<file path="src/rtl/spi_cfg_regfile.sv">
`default_nettype none
// ============================================================================
// Module   : spi_cfg_regfile
// Brief    : SPI mode-0 slave loading shadow config registers, committed to
//            the active bank atomically at frame end. Optional macro:
//            SPI_CFG_PARITY_EN (even-parity bit after every data word).
// Revision : 1.0
// ============================================================================
module spi_cfg_regfile #(
    parameter int NREG        = 8,
    parameter int DATA_W      = 8,
    parameter int SYNC_STAGES = 2
) (
    input  logic                   clk,
    input  logic                   arstn,
    input  logic                   sck,
    input  logic                   mosi,
    input  logic                   nss,
    output logic [NREG*DATA_W-1:0] cfg,
    output logic                   trig,
    output logic                   progn,
    output logic                   commit,
    output logic                   err
);

`ifdef SPI_CFG_PARITY_EN
    localparam int c_word_bits = DATA_W + 1;
`else
    localparam int c_word_bits = DATA_W;
`endif
    // Shift register only holds the bits that precede the one sampled live.
    localparam int c_sr_w = (c_word_bits - 1 > 7) ? c_word_bits - 1 : 7;

    localparam logic [1:0] c_idle   = 2'd0;
    localparam logic [1:0] c_hdr    = 2'd1;
    localparam logic [1:0] c_data   = 2'd2;
    localparam logic [1:0] c_commit = 2'd3;

    logic [SYNC_STAGES-1:0]  sck_sync_q, mosi_sync_q, nss_sync_q;
    logic                    sck_prev_q, nss_prev_q;
    logic [1:0]              state_q, state_d;
    logic [4:0]              cnt_q;
    logic [c_sr_w-1:0]       sr_q;
    logic [6:0]              addr_q;
    logic                    ptrig_q;
    logic                    wr_flag_q;
    logic [NREG*DATA_W-1:0]  shadow_q;
    logic [NREG*DATA_W-1:0]  cfg_q;
    logic                    trig_q;

    logic              w_sck_s, w_nss_s, w_mosi;
    logic              w_sck_rise, w_nss_rise, w_nss_fall;
    logic              w_bit, w_hdr_end, w_word_end, w_word_ok, w_in_range, w_wr_en;
    logic [DATA_W-1:0] w_word;
    logic [6:0]        w_addr_nxt;

    always_ff @(posedge clk or negedge arstn) begin
        if (!arstn) begin
            sck_sync_q  <= '0;
            mosi_sync_q <= '0;
            nss_sync_q  <= '1;
            sck_prev_q  <= 1'b0;
            nss_prev_q  <= 1'b1;
        end else begin
            sck_sync_q  <= {sck_sync_q[SYNC_STAGES-2:0], sck};
            mosi_sync_q <= {mosi_sync_q[SYNC_STAGES-2:0], mosi};
            nss_sync_q  <= {nss_sync_q[SYNC_STAGES-2:0], nss};
            sck_prev_q  <= w_sck_s;
            nss_prev_q  <= w_nss_s;
        end
    end

    assign w_sck_s    = sck_sync_q[SYNC_STAGES-1];
    assign w_nss_s    = nss_sync_q[SYNC_STAGES-1];
    assign w_mosi     = mosi_sync_q[SYNC_STAGES-1];
    assign w_sck_rise = w_sck_s & ~sck_prev_q;
    assign w_nss_rise = w_nss_s & ~nss_prev_q;
    assign w_nss_fall = ~w_nss_s & nss_prev_q;

    // Frame end takes priority over a coincident sck edge.
    assign w_bit      = w_sck_rise & ~w_nss_rise;
    assign w_hdr_end  = (state_q == c_hdr) && w_bit && (cnt_q == 5'd7);
    assign w_word_end = (state_q == c_data) && w_bit && (cnt_q == 5'(c_word_bits - 1));

`ifdef SPI_CFG_PARITY_EN
    assign w_word    = sr_q[DATA_W-1:0];
    assign w_word_ok = ~(^{w_word, w_mosi});
`else
    assign w_word    = {sr_q[DATA_W-2:0], w_mosi};
    assign w_word_ok = 1'b1;
`endif

    assign w_in_range = ({1'b0, addr_q} < 8'(NREG));
    assign w_wr_en    = w_word_end & w_word_ok & w_in_range;
    assign w_addr_nxt = (addr_q == 7'(NREG - 1)) ? 7'd0 : addr_q + 7'd1;

    always_ff @(posedge clk or negedge arstn) begin
        if (!arstn) state_q <= c_idle;
        else        state_q <= state_d;
    end

    always_comb begin
        state_d = state_q;
        case (state_q)
            c_idle:   if (w_nss_fall) state_d = c_hdr;
            c_hdr: begin
                if (w_nss_rise)     state_d = c_idle;
                else if (w_hdr_end) state_d = c_data;
            end
            c_data:   if (w_nss_rise) state_d = wr_flag_q ? c_commit : c_idle;
            c_commit: state_d = c_idle;
            default:  state_d = c_idle;
        endcase
    end

    always_comb begin
        progn  = 1'b1;
        commit = 1'b0;
        case (state_q)
            c_hdr, c_data: progn  = 1'b0;
            c_commit:      commit = 1'b1;
            default:       progn  = 1'b1;
        endcase
    end

    always_ff @(posedge clk or negedge arstn) begin
        if (!arstn) begin
            cnt_q     <= '0;
            sr_q      <= '0;
            addr_q    <= '0;
            ptrig_q   <= 1'b0;
            wr_flag_q <= 1'b0;
            shadow_q  <= '0;
            cfg_q     <= '0;
            trig_q    <= 1'b0;
        end else begin
            case (state_q)
                c_idle: begin
                    if (w_nss_fall) begin
                        cnt_q     <= '0;
                        wr_flag_q <= 1'b0;
                    end
                end
                c_hdr: begin
                    if (w_bit) begin
                        sr_q <= {sr_q[c_sr_w-2:0], w_mosi};
                        if (w_hdr_end) begin
                            cnt_q   <= '0;
                            addr_q  <= {sr_q[5:0], w_mosi};
                            ptrig_q <= sr_q[6];
                        end else begin
                            cnt_q <= cnt_q + 5'd1;
                        end
                    end
                end
                c_data: begin
                    if (w_bit) begin
                        sr_q <= {sr_q[c_sr_w-2:0], w_mosi};
                        if (w_word_end) begin
                            cnt_q  <= '0;
                            addr_q <= w_addr_nxt;
                            if (w_word_ok) wr_flag_q <= 1'b1;
                        end else begin
                            cnt_q <= cnt_q + 5'd1;
                        end
                    end
                end
                c_commit: begin
                    cfg_q  <= shadow_q;
                    trig_q <= ptrig_q;
                end
                default: cnt_q <= '0;
            endcase

            for (int i = 0; i < NREG; i++) begin
                if (w_wr_en && (addr_q == 7'(i)))
                    shadow_q[i*DATA_W +: DATA_W] <= w_word;
            end
        end
    end

`ifdef SPI_CFG_PARITY_EN
    logic err_q;
    always_ff @(posedge clk or negedge arstn) begin
        if (!arstn)                       err_q <= 1'b0;
        else if (w_word_end && !w_word_ok) err_q <= 1'b1;
    end
    assign err = err_q;
`else
    assign err = 1'b0;
`endif

    assign cfg  = cfg_q;
    assign trig = trig_q;

endmodule
`default_nettype wire

</file>
<file path="config.mk">
export PLATFORM = sky130hd
export DESIGN_NAME = spi_cfg_regfile
export DESIGN_NICKNAME = d
export VERILOG_FILES = /design/src/rtl/spi_cfg_regfile.sv
export SDC_FILE = /design/constraint.sdc
export NUM_CORES = 1
export LEC_CHECK = 0
export ABC_AREA = 1
export CORE_UTILIZATION = 60
export DETAILED_ROUTE_END_ITERATION = 6
export PLACE_DENSITY = 0.84
export RECOVER_POWER = 50
export SYNTH_ARGS = -nofsm -noshare
export SYNTH_HDL_FRONTEND = slang
export SYNTH_SLANG_ARGS = --single-unit
</file>
<file path="constraint.sdc">
create_clock -name clk -period 3.99 [get_ports clk]
set_input_delay 0.399 -clock clk [delete_from_list [all_inputs] [get_ports clk]]
set_output_delay 0.399 -clock clk [all_outputs]
set_load 0.005 [all_outputs]
</file>
==> qor.yml <==
syn_area_sq_mm: 0.00664
initial_core_util_pct: 61.5
ys.flop_type: "dfrtp_1"
synth_area_per_cell_sq_um: 10.3
max-cap-violations: 1
worstSetupStartpoint: "state_q[0]$_DFFE_PN0P_"
htreeDepth: 4
worstReg2RegEnd: "shadow_q[40]$_DFFE_PN0P_"
synth-seq-area-share_pct: 60.3
powerDensity_mw_per_mm2: 477
diodes: 0
drive_gt1_share_pct: 15.5
maxSlewViolCount: 100
remaining_drc_errors: 0
grt_overflow: 0
rsz0062_at_grt: "no"
min_period_ns: 2.77
critPathRequiredTime_ns: 3.59
ios: 73
period_share_pct: 69.5
clk_pin_slew_worst_paths_ns: 0.06
pre_cts_slack_ns: 1.40
worstPathMaxFanout: 33
coreArea_sq_mm: 0.0108
reg2reg_from: "state_q[0]$_DFFE_PN0P_"
path_class: "reg2out"
drtPass1Iterations: 5
finalClockSkew_ns: 0.00890
grt_pass1_vias: 5110
ys_top_cells_by_count: "186 x nand2_1, 157 x dfrtp_1, 76 x nand3_1, 65 x mux2_2, 40 x inv_1"
endpoint_kind: "primary output"
rows: 38
dpl-instance-area_sq_mm: 0.00742
design.die.area_sq_mm: 0.0115
peakVddDrop_v: 0.000360
tightest_slew_ns: 2.34
maxSlewHeadroom_pct: -56.0
grt_pass1_wl_mm: 24.7
gr-usage-all-layers_pct: 28.1
post_cts_buffers: 0
root_buffer: "clkbuf_8"
finalSetupViolCount: 0
crit_arrival_ns: 2.37
grtUsageMet1_pct: 36.2
initialDrtViolationCount: 415
gp_congestion: 0.831
die_w_um: 107
ys_async_sr_fraction_pct: 100
areaGrowthSynthToFinish_pct: 20.6
hold_class: "reg2reg"
routedWlPerCell_um: 16.6
finalHoldViolations: 0
port_buffers: 71
met2_usage_pct: 45.4
hold-worst-slack_ns: 0.348
synthDistinctLibCells: 22
synth.most_common_cell: "nand2_1"
setup_slack_ns: 1.22
clock_latency_ns: 0.53
crit_end: "commit"
syn_nets: 658
cts_buffer_depth: 2
synth_top_area_share_pct: 59.1
r2r_slack_ns: 1.27
hpwlAfterDp_mm: 9.18
grt_max_degree: 100
ant_nets: 0
cts_resized: 0
leakagePower_nw: 4.19
cts_hold_buf: 0
vias: 4909
viasPerCell: 5.70
start_kind: "flop"
antenna_found_initial: 0
setup_tns_ns: 0
synthCells: 642
cts_tree: "built"
clock-sinks: 160
fmax_mhz: 361
nFillCells: 706
fp.dieH_um: 107
status: "complete, but fails checks"
use_met3_pct: 7.23
violations: "max-capacitance violations, max-slew violations"
final_area_sq_mm: 0.00801
grt_busiest_layer: "met2"
drt_wl_total_mm: 14.3
cts_buffers: 17
synth_top_area_cell: "dfrtp_1"
synth_warnings: 0
netlist_top_cells_area: "dfrtp_1 59%, mux2_2 11%, nand2_1 11%"
post-route-util_pct: 74.2
r2r_cells: 6
ys_ff_latch: 160
synth_edf_count: 0
final_net_count: 725
-- stage by stage --
stage | std cells | power, mW
floorplan | 642 | 2.04
global placement | 830 | 2.18
detailed placement | 830 | 2.20
CTS | 861 | 3.83
global route | 861 | 3.98
finish | 861 | 3.82
-- worst min path at each step --
stage	start	end	slack, ns	cells after the start
3_3_place_gp	sck_sync_q[0]$_DFF_PN0_	sck_sync_q[1]$_DFF_PN0_	0.33	0
6_report	sck_sync_q[0]$_DFF_PN0_	sck_sync_q[1]$_DFF_PN0_	0.35	0
3_5_place_dp	sck_sync_q[0]$_DFF_PN0_	sck_sync_q[1]$_DFF_PN0_	0.34	0
4_1_cts	arstn	cfg[34]$_DFFE_PN0P_	0.004	1
2_1_floorplan	arstn	addr_q[0]$_DFFE_PN0P_	0.10	0
5_1_grt	sck_sync_q[0]$_DFF_PN0_	sck_sync_q[1]$_DFF_PN0_	0.35	0
-- cells in the final DEF, fill, tap and decap left out, drive strengths merged --
master	netlist	routed
nand4	5	5
nor3	1	1
inv	40	40
ha	11	11
dfstp	3	3
dlygate4sd3	0	27
clkinvlp	0	2
nand2	186	186
nand3	76	76
dfrtp	157	157
conb	1	1
clkbuf	12	22
a21oi	8	8
nor2	34	34
bufinv	0	4
clkinv	1	6
clkdlybuf4s50	0	43
o211ai	1	1
mux2	65	65
o21ai	27	27
buf	14	2
-- registers in the layout, summed over array words and instances (netlist names) --
signal	cells
cfg	64
shadow_q	64
addr_q	7
sr_q	7
cnt_q	5
mosi_sync_q	2
nss_sync_q	2
sck_sync_q	2
state_q	2
nss_prev_q	1
ptrig_q	1
sck_prev_q	1
trig	1
wr_flag_q	1
-- layer usage --
layer | vias up | part of all wire (%)
met2 | 217 | 51
met1 | 2421 | 40
met5 | - | 0
met4 | 0 | 3.2
li1 | 2227 | -
met3 | 44 | 6.0
-- worst max-delay path: stages (launching register included) --
cell and delay, ns:
dfrtp_1 0.43, ha_2 0.77, clkdlybuf4s50_1 0.65
-- logic make-up after synthesis --
logic type | share of synthesized area (%)
mux | 11.0
other cells | 0.0565
buf+inv | 4.48
flops | 60.3
fa+ha+maj | 2.07
compound gates | 2.75
simple gates | 19.3
-- cell type report --
type | count | area, sq um | area share (%)
Multi-Input combinational cell | 415 | 2350 | 29.3
Tap cell | 140 | 175 | 2.19
Clock buffer | 20 | 435 | 5.44
Clock inverter | 11 | 164 | 2.05
Sequential cell | 160 | 4010 | 50.0
Timing Repair Buffer | 74 | 726 | 9.06
Inverter | 41 | 154 | 1.92
-- power by group --
part	leakage (nW)	internal, mW	switching (mW)
registers	2.21	1.67	0.139
logic	1.69	0.130	0.247
clock network	0.290	1.03	0.610
Note: power is estimated with default switching activity, not from simulation.
==> RTL change 1 (same flow settings) <==
Set the parameter `DATA_W` to 6 (it was 8).
--- a/src/rtl/spi_cfg_regfile.sv
+++ b/src/rtl/spi_cfg_regfile.sv
@@ -9,5 +9,5 @@
 module spi_cfg_regfile #(
     parameter int NREG        = 8,
-    parameter int DATA_W      = 8,
+    parameter int DATA_W      = 6,
     parameter int SYNC_STAGES = 2
 ) (
Interface: changed (resized cfg); port bits go from 73 to 57. No check against the original RTL was run, so the function may have changed too.
==> RTL change 1 against the original RTL <==
  * The flow still finishes with violations (capacitance limit, slew limit)
  * Total power fell by 5.5%
  * Clock power fell by 6%
  * Cell count fell by 21%
  * Setup slack got worse by 0.21 ns
  * Non-clock buffer count shrank 16
  * Synthesized area is 19% lower
  * Cell area decreased by 18%
  * Sequential cell count fell by 32
  * Utilization up 1.2 points
  * Global-route usage fell by 2.1 points
  * Count of clock-buffer cells in the layout shrank 1
  * Critical path depth unchanged
  * Wire length decreased by 24%
==> RTL change 1: results (changes against the original RTL) <==
\begin{tabular}{lr}
\hline
Metric & Value \\
\hline
\multicolumn{2}{l}{\textbf{Placed design}} \\
\quad Standard cell area after detailed placement & 5970 um2 (was 7420 um2) \\
\quad Placed cell count & 646 (was 830) \\
\quad Final weighted congestion in routability-driven placement & 0.888 (was 0.831) \\
\quad Port bufs & 55 (was 71) \\
\multicolumn{2}{l}{\textbf{Run}} \\
\quad Count of max-cap constraint violations & 2 (was 1) \\
\multicolumn{2}{l}{\textbf{Die}} \\
\quad Die outline area & 9320 um2 (was 11500 um2) \\
\multicolumn{2}{l}{\textbf{Layout}} \\
\quad Flip-flop and latch count & 128 (was 160) \\
\quad Plain + repair buffers & 58 (was 74) \\
\quad Clock buffer cells & 19 (was 20) \\
\quad Clock tree cell share of total cell area & 9.10\% (was 7.48\%) \\
\quad Sequential fraction of total cell area & 49.0\% (was 50.0\%) \\
\quad Multi-input logic portion of the cell area & 29.1\% (was 29.3\%) \\
\quad Fraction of layout instances using a drive strength above 1 & 20.5\% (was 15.5\%) \\
\quad Final Non-Filler Cells & 678 (was 861) \\
\multicolumn{2}{l}{\textbf{Setup path}} \\
\quad Crit-path max cell delay & 0.96 ns (was 0.77 ns) \\
\quad Endpoint of the worst register-to-register path & shadow\_q[9] (was shadow\_q[40]) \\
\multicolumn{2}{l}{\textbf{Timing}} \\
\quad Worst setup slack after layout & 1.01 ns (was 1.22 ns) \\
\quad Max-slew violation total from the final report & 107 (was 100) \\
\quad Clk\_skew & 0.00942 ns (was 0.00890 ns) \\
\multicolumn{2}{l}{\textbf{Detailed routing}} \\
\quad Iteration-0 DRC Markers & 308 (was 415) \\
\quad DR vias & 3725 (was 4909) \\
\quad Average routed wire per standard cell & 16.1 um (was 16.6 um) \\
\multicolumn{2}{l}{\textbf{Global route}} \\
\quad Via count of the first global-routing pass & 3694 (was 5110) \\
\quad Overall fraction of global-route tracks in use & 26.0\% (was 28.1\%) \\
\quad First-pass GRT wire length & 17700 um (was 24700 um) \\
\multicolumn{2}{l}{\textbf{Run status}} \\
\quad Failing checks & capacitance limit, slew limit (unchanged) \\
\quad Status & finished, violations left (unchanged) \\
\hline
\end{tabular}
RTL change 1: power groups by stage:
| stage | Clock (mW) | Sequential, mW | Combinational [mW] |
|---|---|---|---|
| finish | 1.53 | 1.45 | 0.632 |
| global route | 1.61 | 1.46 | 0.704 |
| CTS | 1.55 | 1.44 | 0.632 |
| detailed placement | 0 | 1.47 | 0.625 |
| global placement | 0 | 1.46 | 0.602 |
| floorplan | 0 | 1.45 | 0.438 |
RTL change 1: metal layers:
| metal | part of all wire [%] | vias up | global-route usage, % |
|---|---|---|---|
| li1 | - | 1746 | - |
| met1 | 43 | 1832 | 33.2 |
| met2 | 50 | 127 | 41.7 |
| met3 | 4.8 | 20 | 7.36 |
| met4 | 1.6 | 0 | 10.8 |
| met5 | 0 | - | 0 |
RTL change 1: cell families after synthesis:
family / count (synthesis) / share of synthesized area (%)
flip-flops: 128 / 59.8
AND/OR/NAND/NOR: 180 / 14.6
buffers and inverters: 54 / 4.46
XOR/XNOR: 4 / 0.653
adder cells (fa/ha/maj): 12 / 2.80
multiplexers: 49 / 10.3
other: 1 / 0.0699
AO/OA/AOI/OAI: 69 / 7.33
RTL change 1: how the worst min path moves through the flow:
stage / startpoint / end / slack (ns) / cells after the start
floorplan: arstn / addr_q[0] / 0.10 / 0
global placement: mosi_sync_q[0] / mosi_sync_q[1] / 0.33 / 0
detailed placement: mosi_sync_q[0] / mosi_sync_q[1] / 0.34 / 0
CTS: arstn / cfg[46] / 0.04 / 1
global route: sck_sync_q[0] / sck_sync_q[1] / 0.37 / 0
finish: mosi_sync_q[0] / mosi_sync_q[1] / 0.35 / 0
==> RTL change 2 (config.mk and constraints unchanged) <==
Made on the original files. One comparison of `cnt_q` changes from == to >=.
--- a/src/rtl/spi_cfg_regfile.sv
+++ b/src/rtl/spi_cfg_regfile.sv
@@ -81,5 +81,5 @@
     assign w_bit      = w_sck_rise & ~w_nss_rise;
     assign w_hdr_end  = (state_q == c_hdr) && w_bit && (cnt_q == 5'd7);
-    assign w_word_end = (state_q == c_data) && w_bit && (cnt_q == 5'(c_word_bits - 1));
+    assign w_word_end = (state_q == c_data) && w_bit && (cnt_q >= 5'(c_word_bits - 1));
 
 `ifdef SPI_CFG_PARITY_EN
Formal check against the unedited RTL: same outputs for any inputs over 10 cycles, from zero or initial values and one cycle with arstn low; that may be too few to reach the edited logic, so the function may still have changed.
==> RTL change 2 against the original RTL <==
  * The flow still finishes with violations (capacitance limit, slew limit)
  * First-iteration DRC count fell by 13%
  * Wire length down 4.9%
  * Cell area shrank 1.5%
  * Total power is 6.2% higher
  * Worst hold slack is essentially flat
  * Synthesized area fell by 1.1%
  * Fmax rose by 13%
  * Setup slack better by 0.33 ns
  * Sequential cell count unchanged
  * Critical path type unchanged
==> RTL change 2: results (changes against the original RTL) <==
\begin{tabular}{lr}
\hline
Metric & Value \\
\hline
\multicolumn{2}{l}{\textbf{Run status}} \\
\quad Status & finished, violations left (unchanged) \\
\quad Failing checks & capacitance limit, slew limit (unchanged) \\
\multicolumn{2}{l}{\textbf{Timing}} \\
\quad Transition time at the pin with the least slew margin & 2.74 ns (was 2.34 ns) \\
\quad Clk\_skew & 0.00857 ns (was 0.00890 ns) \\
\quad Max-slew violation total from the final report & 114 (was 100) \\
\multicolumn{2}{l}{\textbf{Global route}} \\
\quad First-pass GRT wire length & 22300 um (was 24700 um) \\
\quad Overall fraction of global-route tracks in use & 25.9\% (was 28.1\%) \\
\multicolumn{2}{l}{\textbf{Setup path}} \\
\quad Critical-path maximum fanout & 6 (was 33) \\
\quad Worst endpoint data arrival time & 2.05 ns (was 2.37 ns) \\
\multicolumn{2}{l}{\textbf{Logic synthesis}} \\
\quad Cell types with the highest counts after synthesis & 157 x sky130\_fd\_sc\_hd\_\_dfrtp\_1, 142 x sky130\_fd\_sc\_hd\_\_nand2\_1, 65 x sky130\_fd\_sc\_hd\_\_mux2\_2 (was 186 x sky130\_fd\_sc\_hd\_\_nand2\_1, 157 x sky130\_fd\_sc\_hd\_\_dfrtp\_1, 76 x sky130\_fd\_sc\_hd\_\_nand3\_1) \\
\quad Synthesized netlist cell count & 584 (was 642) \\
\quad Sequential-to-total area share from yosys stat & 61.0\% (was 60.3\%) \\
\multicolumn{2}{l}{\textbf{Placed design}} \\
\quad Post-detailed-placement half-perimeter wirelength & 8680 um (was 9180 um) \\
\quad Final weighted congestion in routability-driven placement & 0.859 (was 0.831) \\
\quad Placed cell count & 774 (was 830) \\
\multicolumn{2}{l}{\textbf{Detailed routing}} \\
\quad Iteration-0 DRC Markers & 362 (was 415) \\
\quad First-pass DRT Iterations & 6 (was 5) \\
\multicolumn{2}{l}{\textbf{Run}} \\
\quad Count of max-cap constraint violations & 1 (unchanged) \\
\multicolumn{2}{l}{\textbf{Layout}} \\
\quad Net total in the final layout & 672 (was 725) \\
\multicolumn{2}{l}{\textbf{Power}} \\
\quad Leakage power & 3.84 nW (was 4.19 nW) \\
\hline
\end{tabular}
-- RTL change 2: per-layer routing --
metal  global-route usage (%)  share of wire (%)  up-vias
met5                        0                  0        -
met3                     5.84                5.1       18
li1                         -                  -     2091
met2                     41.6                 49      159
met4                     8.61                1.6        0
met1                     35.4                 44     2214
-- RTL change 2: final timing paths --
| kind | startpoint | slack [ns] | end | cells after the start |
|---|---|---|---|---|
| max reg2reg | state_q[0] | 1.55 | shadow_q[32] | 7 |
| min in group asynchronous | arstn | 0.71 | cfg[49] | 1 |
| min | sck_sync_q[0] | 0.35 | sck_sync_q[1] | 0 |
| min reg2reg | sck_sync_q[0] | 0.35 | sck_sync_q[1] | 0 |
| max in group asynchronous | arstn | 1.64 | cfg[7] | 1 |
| max | state_q[1] | 1.55 | progn | 4 |
-- RTL change 2: power by group through the flow --
stage	combinational, mW	sequential (mW)	clock, mW
floorplan	0.511	1.78	0
global placement	0.709	1.79	0
detailed placement	0.729	1.79	0
CTS	0.735	1.77	1.57
global route	0.820	1.78	1.64
finish	0.734	1.77	1.55
-- RTL change 2: through the flow --
stage	setup slack (ns)	cell area, um2
6_report	1.55	7890
5_1_grt	1.09	7890
4_1_cts	1.53	7900
3_5_place_dp	1.58	7330
3_3_place_gp	1.74	7330
2_1_floorplan	2.37	6570
-- RTL change 2: kinds of logic (layout without fill, tap and decap cells) --
| logic type | Yosys count | count (layout) | share of synthesized area (%) |
|---|---|---|---|
| flip-flops | 160 | 160 | 61.0 |
| AO/OA/AOI/OAI | 90 | 90 | 7.24 |
| multiplexers | 65 | 65 | 11.1 |
| adder cells (fa/ha/maj) | 10 | 10 | 1.90 |
| buffers and inverters | 52 | 135 | 4.04 |
| other | 1 | 1 | 0.0571 |
| AND/OR/NAND/NOR | 202 | 202 | 14.1 |
| XOR/XNOR | 4 | 4 | 0.533 |
-- RTL change 2: worst max-delay path, stage by stage (launching register included) --
cell	delay [ns]
sky130_fd_sc_hd__dfrtp_1	0.43
sky130_fd_sc_hd__inv_1	0.10
sky130_fd_sc_hd__ha_1	0.39
sky130_fd_sc_hd__inv_1	0.12
sky130_fd_sc_hd__clkdlybuf4s50_1	0.50
-- RTL change 2: layout make-up --
| type | count | area [um2] | area share [%] |
|---|---|---|---|
| multi-input combinational | 372 | 2300 | 29.1 |
| sequential | 160 | 4010 | 50.8 |
| inverter | 32 | 120 | 1.52 |
| timing repair buffer | 74 | 728 | 9.23 |
| clock inverter | 8 | 106 | 1.35 |
| clock buffer | 21 | 459 | 5.82 |
| tap | 136 | 170 | 2.16 |
